$ cat src/rtl/mxm_if.sv
// Element stream into the dot-product engine and the registered result back out.
interface mxm_if #(
  parameter int W = 8
);
  logic signed [W-1:0] A;
  logic signed [W-1:0] X;
  logic signed [W-1:0] Y;

  modport master (
    output A,
    output X,
    input  Y
  );

  modport slave (
    input  A,
    input  X,
    output Y
  );
endinterface

$ cat src/rtl/mxm.sv
// Streaming signed dot-product kernel: multiply register feeding a group-of-N accumulator.
module mxm #(
  parameter int W = 8,
  parameter int N = 8
) (
  input  logic    clk,
  input  logic    rst,
  mxm_if.slave    bus
);
  localparam int KW = (N > 1) ? $clog2(N) : 1;
  localparam int AW = 2 * W + KW;
  localparam logic [KW-1:0] KLAST = KW'(N - 1);

  logic                   r_started;
  logic [KW-1:0]          r_k;
  logic signed [2*W-1:0]  r_p;
  logic                   r_last;
  logic signed [AW-1:0]   r_acc;
  logic signed [W-1:0]    r_y;

  logic signed [2*W-1:0]  w_aExt;
  logic signed [2*W-1:0]  w_xExt;
  logic signed [2*W-1:0]  w_prod;
  logic signed [AW-1:0]   w_pExt;
  logic signed [AW-1:0]   w_sum;
  logic                   w_kLast;

  assign w_aExt  = {{W{bus.A[W-1]}}, bus.A};
  assign w_xExt  = {{W{bus.X[W-1]}}, bus.X};
  assign w_prod  = w_aExt * w_xExt;
  assign w_pExt  = {{KW{r_p[2*W-1]}}, r_p};
  assign w_sum   = r_acc + w_pExt;
  assign w_kLast = (r_k == KLAST);

  // Stage 1: the first edge after reset only arms the pipeline; every edge after samples a pair.
  always_ff @(posedge clk) begin
    if (rst) begin
      r_started <= 1'b0;
      r_k       <= '0;
      r_p       <= '0;
      r_last    <= 1'b0;
    end else if (!r_started) begin
      r_started <= 1'b1;
      r_p       <= '0;
      r_last    <= 1'b0;
    end else begin
      r_p    <= w_prod;
      r_last <= w_kLast;
      r_k    <= w_kLast ? '0 : r_k + 1'b1;
    end
  end

  // Stage 2: a tagged product closes the group, so the next group restarts from zero with no gap.
  always_ff @(posedge clk) begin
    if (rst) begin
      r_acc <= '0;
      r_y   <= '0;
    end else if (r_last) begin
      r_acc <= '0;
      r_y   <= w_sum[W-1:0];
    end else begin
      r_acc <= w_sum;
    end
  end

  assign bus.Y = r_y;
endmodule

$ cat src/flat_wrapper.sv
// flat-port wrapper written by rule: the top's interface ports become plain ports
module mxm_flat 
#(
  parameter int W = 8,
  parameter int N = 8
)
  (clk, rst, bus_A, bus_X, bus_Y);
  mxm_if #(.W(W)) bus_i ();
  input  logic clk;
  input  logic rst;
  input wire logic [$bits(bus_i.A)-1:0] bus_A;
  input wire logic [$bits(bus_i.X)-1:0] bus_X;
  output wire logic [$bits(bus_i.Y)-1:0] bus_Y;
  assign bus_i.A = bus_A;
  assign bus_i.X = bus_X;
  assign bus_Y = bus_i.Y;
  mxm #(.W(W), .N(N)) u_core (.clk(clk), .rst(rst), .bus(bus_i));
endmodule
$ cat config.mk
export PLATFORM = sky130hd
export DESIGN_NAME = mxm_flat
export DESIGN_NICKNAME = d
export VERILOG_FILES = /design/src/rtl/mxm_if.sv /design/src/rtl/mxm.sv /design/src/flat_wrapper.sv
export SDC_FILE = /design/constraint.sdc
export NUM_CORES = 1
export LEC_CHECK = 0
export ABC_CLOCK_PERIOD_IN_PS = 3870
export CAP_MARGIN = 10
export CELL_PAD_IN_SITES_DETAIL_PLACEMENT = 0
export CELL_PAD_IN_SITES_GLOBAL_PLACEMENT = 1
export CORE_AREA = 2 2 70 85
export CTS_BUF_LIST = sky130_fd_sc_hd__clkbuf_4 sky130_fd_sc_hd__clkbuf_8
export DETAILED_ROUTE_END_ITERATION = 10
export DIE_AREA = 0 0 72 87
export GPL_TIMING_DRIVEN = 0
export PLACE_DENSITY_LB_ADDON = 0.05
export SLEW_MARGIN = 20
export SYNTH_ARGS = -nofsm -noshare
export SYNTH_HDL_FRONTEND = slang
export SYNTH_SLANG_ARGS = --single-unit
$ cat constraint.sdc
create_clock -name clk -period 3.87 [get_ports clk]
set_clock_uncertainty 0.15 [all_clocks]
set_input_delay 0.774 -clock clk [delete_from_list [all_inputs] [get_ports clk]]
set_output_delay 0.774 -clock clk [all_outputs]
set_load 0.05 [all_outputs]
==> impl_metrics.ini, run 1 <==
[outcome]
outcome = complete, no violations

[power]
peakVddDrop_v = 0.000159
p_leak_nw = 1.17
power_density_nw_per_um2 = 401

[timing]
drv_slew = 0
hold_viol = 0
max_slew.worst_pin.slew_ns = 0.532
slew_headroom = 0.646
setup_viol = 0
min_period_ns = 3.78
fmax_mhz = 264
final.period_utilization = 0.978

[layout]
fillCellCount = 545
syn_to_final_growth_pct = 23.1
diodes = 0
fin_area_um2 = 2620
final_util = 0.476
drive_gt1_frac = 0.150
layout.nets = 325

[synthesis]
yosysWarnings = 0
synth-seq-cells = 29
synth_area_um2 = 2130
synth.most_common_cell = and2_1
postSynthAreaPerCell_um2 = 9.19
ys_seq_area_frac = 0.272
synthTopCellsByCount = and2_1, inv_1, dfxtp_1
synth.top_cell.area_share = 0.272
synth_flop_cell = dfxtp_1
syn_nets = 291
synth_top_cell_by_area = dfxtp_1
ys_types = 32
syn_inst = 232
synthTopCellsByArea = dfxtp_1, ha_1, fa_1
synth-async-reset-ratio = 0
synth_enable_flop_cells = 0

[route]
drtPass1Iterations = 4
routed_wl_mm = 4.04
wl_per_cell_um = 12.2
drc_errors = 0
ant_nets = 0
vias_per_cell = 4.62
drt_iter0_markers = 42
vias = 1530

[setup_path]
crit_buf_inv = 3
cp.required_ns = 3.90
critPathMaxFanout = 7
crit_family = adder cells
cpMaxStageDelayCell = fa_1
cp_cell_sequence = buf_6 -> and2_4 -> fa_2 -> fa_1 -> ha_1 -> inv_2 -> fa_1 -> inv_1 -> ha_1 -> a21o_1 -> a21oi_4 -> xnor2_2 -> xnor2_1 -> nor2_1
max_stage_delay_ns = 0.55
crit_path_end_kind = register
cp_data_arrival_time_ns = 3.81
startpoint_type = input port
criticalPathCategory = in2reg

[cts]
cts_max_path_buffers = 2
h-tree-depth = 2
cts_tree = built
cts-root-buf = clkbuf_8
clk_latency_ns = 0.28
clk_pin_slew_ns = 0.07
ctsHoldBuffers = 0
clock_sinks = 29
cts_made_buffers = 5

[floorplan]
die_h_um = 87
rows = 30
io_pins = 26
die_x_um = 72
initial_core_util = 0.386
core_area_um2 = 5520
die_area_um2 = 6260

[run]
cap_violations = 0

[placement]
io_buffers = 25
placed_area_um2 = 2470
gp_congestion = 0.728
dp_hpwl_mm = 3.33

[global_routing]
overflow = 0
first_global_vias = 1546
track_usage = 0.141
antenna_found_initial = 0
grt_pass1_wl_mm = 6.83
grt_max_degree = 12

[worst_hold_path]
hp-class = reg2reg
## registers in the layout, summed over array words and instances (netlist names)
signal            count
u_core.r_last         1
u_core.r_started      1
u_core.r_k            3
u_core.r_acc          8
u_core.bus.Y          8
u_core.r_p            8
## report_power, final
part | total (mW) | switching [mW] | internal [mW]
combinational | 0.391 | 0.193 | 0.198
sequential | 0.345 | 0.0133 | 0.331
clock | 0.316 | 0.124 | 0.192
total | 1.05 | 0.330 | 0.722
## cell usage in the layout, fill, tap and decap left out, drive strengths merged, types with 6 or more instances in the layout
master and n:
inv 32, dfxtp 29, and2 33, nand2 13, ha 28, clkbuf 14
buf 7, nor2 19, xnor2 17, mux2i 6, a21oi 6, clkdlybuf4s50 12
fa 13
## routing by layer
metal,track usage,up-vias,part of all wire
met3,0.0208,5,0.025
met2,0.268,31,0.52
met1,0.157,695,0.44
met4,0.0515,0,0.016
met5,0,-,0
li1,-,799,-
## logic make-up (layout without fill, tap and decap cells)
logic type | Yosys count | in the layout | synth area share
simple gates | 80 | 80 | 0.198
fa+ha+maj | 41 | 41 | 0.286
buf+inv | 36 | 71 | 0.0634
flops | 29 | 29 | 0.272
xor+xnor | 22 | 22 | 0.0904
compound gates | 18 | 18 | 0.0610
mux | 6 | 6 | 0.0282
## metrics by stage
step / setup slack [ns] / instances / power, mW / hold WS, ns / setup TNS [ns]
detailed placement: -0.838 / 321 / 0.704 / 0.320 / -1.94
global route: -0.00757 / 331 / 1.13 / 0.350 / -0.00757
global placement: -0.840 / 321 / 0.705 / 0.313 / -1.96
floorplan: 0.00867 / 232 / 0.621 / 0.299 / 0
CTS: 0.000549 / 330 / 1.05 / 0.329 / 0
finish: 0.0865 / 331 / 1.05 / 0.325 / 0
## final timing paths
| check | from | to | slack [ns] | cells past startpoint |
|---|---|---|---|---|
| worst min-delay path | u_core.bus.Y[1]$_SDFFE_PP0P_ | u_core.bus.Y[1]$_SDFFE_PP0P_ | 0.33 | 2 |
| worst max register to register | u_core.r_acc[0]$_SDFF_PP0_ | u_core.r_acc[6]$_SDFF_PP0_ | 1.82 | 9 |
| worst max-delay path | bus_A[1] | u_core.r_p[7]$_SDFF_PP0_ | 0.09 | 14 |
| worst min register to register | u_core.bus.Y[1]$_SDFFE_PP0P_ | u_core.bus.Y[1]$_SDFFE_PP0P_ | 0.33 | 2 |
## worst min-delay path: stages, from the launching register on
cell      delay [ns]
dfxtp_1         0.31
nor2_1          0.08
a211oi_1        0.04
## layout make-up
class,count,area (µm²),share of cell area
inverter,32,120,0.0458
buffer,4,15.0,0.00572
clock inverter,3,46.3,0.0176
clock buffer,5,68.8,0.0262
sequential,29,581,0.221
multi-input combinational,167,1480,0.565
tap,64,80.1,0.0305
timing repair buffer,27,230,0.0877
## what timing repair did
item | 4_1_cts | 5_1_grt
gates resized for setup | 29 | 31
buffers inserted | 1 | 1
endpoints found under the setup margin | 3 | 3
pin swaps | 12 | 17
Power figures use the tool's default switching activity.
==> run 2, diff against run 1 <==
- CELL_PAD_IN_SITES_DETAIL_PLACEMENT: 0 -> unset
- CELL_PAD_IN_SITES_GLOBAL_PLACEMENT: 1 -> unset
- CORE_AREA: 2 2 70 85 -> 2 2 66 81
- DIE_AREA: 0 0 72 87 -> 0 0 68 83
==> run 2 against run 1 <==
Effect of this change: non-clock buffer count unchanged; sequential cell count unchanged; critical path depth unchanged; clock power fell by 23%; die area decreased by 9.9%; cell count shrank 1.2%; critical path type unchanged; highest routed layer unchanged.
==> impl_metrics.ini, run 2 (synthesis gave the netlist of run 1 again) <==
[global_routing]
overflow = 0
track_usage = 0.165
grt_pass1_wl_mm = 7.09
busiest_layer = met2
grt_use_met3 = 0.0230
grt_max_degree = 11
gr-usage-met2 = 0.292
antenna_found_initial = 0
use_met1 = 0.185
first_global_vias = 1582

[layout]
final_util = 0.531
syn_to_final_growth_pct = 20.4
diodes = 0
drive_gt1_frac = 0.146
final_cell_mix = and2_1, inv_1, dfxtp_1
fin_area_um2 = 2570
layout.nets = 325

[setup_path]
max_stage_delay_ns = 0.56
criticalPathCategory = in2reg
critPathMaxFanout = 8
crit_family = adder cells
reg2reg_slack_ns = 1.83
cp_data_arrival_time_ns = 3.82
cp_cell_sequence = buf_4 -> and2_4 -> fa_2 -> fa_1 -> ha_1 -> inv_1 -> fa_1 -> inv_1 -> ha_1 -> a21o_1 -> a21oi_4 -> xnor2_2 -> xnor2_1 -> nor2_1
crit_path_end_kind = register
r2r_cells = 9
reg2reg_to = u_core.r_acc[6]$_SDFF_PP0_
r2r_start = u_core.r_p[0]$_SDFF_PP0_
startpoint_type = input port
cp.required_ns = 3.89
crit_buf_inv = 3
cpMaxStageDelayCell = fa_1

[timing]
drv_slew = 0
hold_viol = 0
fmax_mhz = 263
setup_viol = 0
slew_headroom = 0.658
holdWs_ns = 0.333
final.period_utilization = 0.982
min_period_ns = 3.80
max_slew.worst_pin.slew_ns = 0.513

[route]
drt_iter0_markers = 33
vias_per_cell = 4.77
drc_errors = 0
drtPass1Iterations = 4
wl_per_cell_um = 12.3
vias = 1559
ant_nets = 0
routed_wl_mm = 4.03

[floorplan]
io_pins = 26
rows = 28
initial_core_util = 0.441
die_x_um = 68
core_area_um2 = 4830
die_area_um2 = 5640
die_h_um = 83

[worst_hold_path]
hold_path.startpoint = u_core.bus.Y[1]$_SDFFE_PP0P_
min_to = u_core.bus.Y[1]$_SDFFE_PP0P_
worstHoldPathCells = 2
hp-class = reg2reg

[power]
power_density_nw_per_um2 = 381
total_power_mw = 0.977
p_leak_nw = 1.15
peakVddDrop_v = 0.000139

[placement]
dp_hpwl_mm = 3.30
io_buffers = 25
placed_area_um2 = 2460
gp_congestion = 0.735

[cts]
h-tree-depth = 2
ctsHoldBuffers = 0
cts-root-buf = clkbuf_8
cts_max_path_buffers = 2
cts_tree = built
cts_made_buffers = 5
clk_latency_ns = 0.28
clk_pin_slew_ns = 0.07
clock_sinks = 29

[outcome]
outcome = complete, no violations

[run]
cap_violations = 0
## run 2: worst max-delay path by stage
| stage | from | end | slack (ns) | depth (start not counted) |
|---|---|---|---|---|
| 2_1_floorplan | bus_X[4] | u_core.r_p[7]$_SDFF_PP0_ | 0.009 | 13 |
| 3_5_place_dp | bus_A[0] | u_core.r_p[7]$_SDFF_PP0_ | -0.83 | 14 |
| 6_report | bus_A[0] | u_core.r_p[7]$_SDFF_PP0_ | 0.07 | 14 |
| 3_3_place_gp | bus_A[0] | u_core.r_p[7]$_SDFF_PP0_ | -0.81 | 14 |
| 4_1_cts | bus_X[1] | u_core.r_p[7]$_SDFF_PP0_ | 0.002 | 16 |
| 5_1_grt | bus_A[0] | u_core.r_p[7]$_SDFF_PP0_ | -0.01 | 14 |
## run 2: layer usage
metal,share of wire,vias to the layer above
met1,0.41,716
met5,0,-
met3,0.031,11
li1,-,798
met4,0.028,0
met2,0.53,34
## run 2: where the power goes
group	internal (mW)	switching (mW)
Clock	0.124	0.118
Combinational	0.199	0.192
Sequential	0.331	0.0131
Total	0.654	0.323
## run 2: worst register-to-register path, stage by stage, from the launching register on
cell and delay [ns]:
dfxtp_1 0.32, ha_1 0.16, inv_1 0.06, fa_1 0.40, nor2b_1 0.11, o21ai_0 0.10, a21oi_1 0.26, o21ai_2 0.12
and3_1 0.19, nor3_1 0.11
## run 2: area by class of cell
class / count / area, µm²
Timing Repair Buffer: 27 / 223
Tap cell: 60 / 75.1
Buffer: 4 / 15.0
Clock inverter: 3 / 17.5
Clock buffer: 5 / 68.8
Fill cell: 468 / 2270
Inverter: 32 / 120
Sequential cell: 29 / 581
Multi-Input combinational cell: 167 / 1470
## run 2: repair_timing
item / in CTS / in global routing
pin swaps: 10 / 13
cloned: 0 / 0
endpoints found under the setup margin: 3 / 2
resized for setup: 30 / 25
setup buffers: 1 / 1
## run 2: through the flow
| stage | cells | worst slack [ns] | setup TNS, ns |
|---|---|---|---|
| CTS | 326 | 0.00165 | 0 |
| finish | 327 | 0.0708 | 0 |
| global route | 327 | -0.0120 | -0.0120 |
| detailed placement | 317 | -0.831 | -1.88 |
| global placement | 317 | -0.815 | -1.82 |
| floorplan | 232 | 0.00867 | 0 |
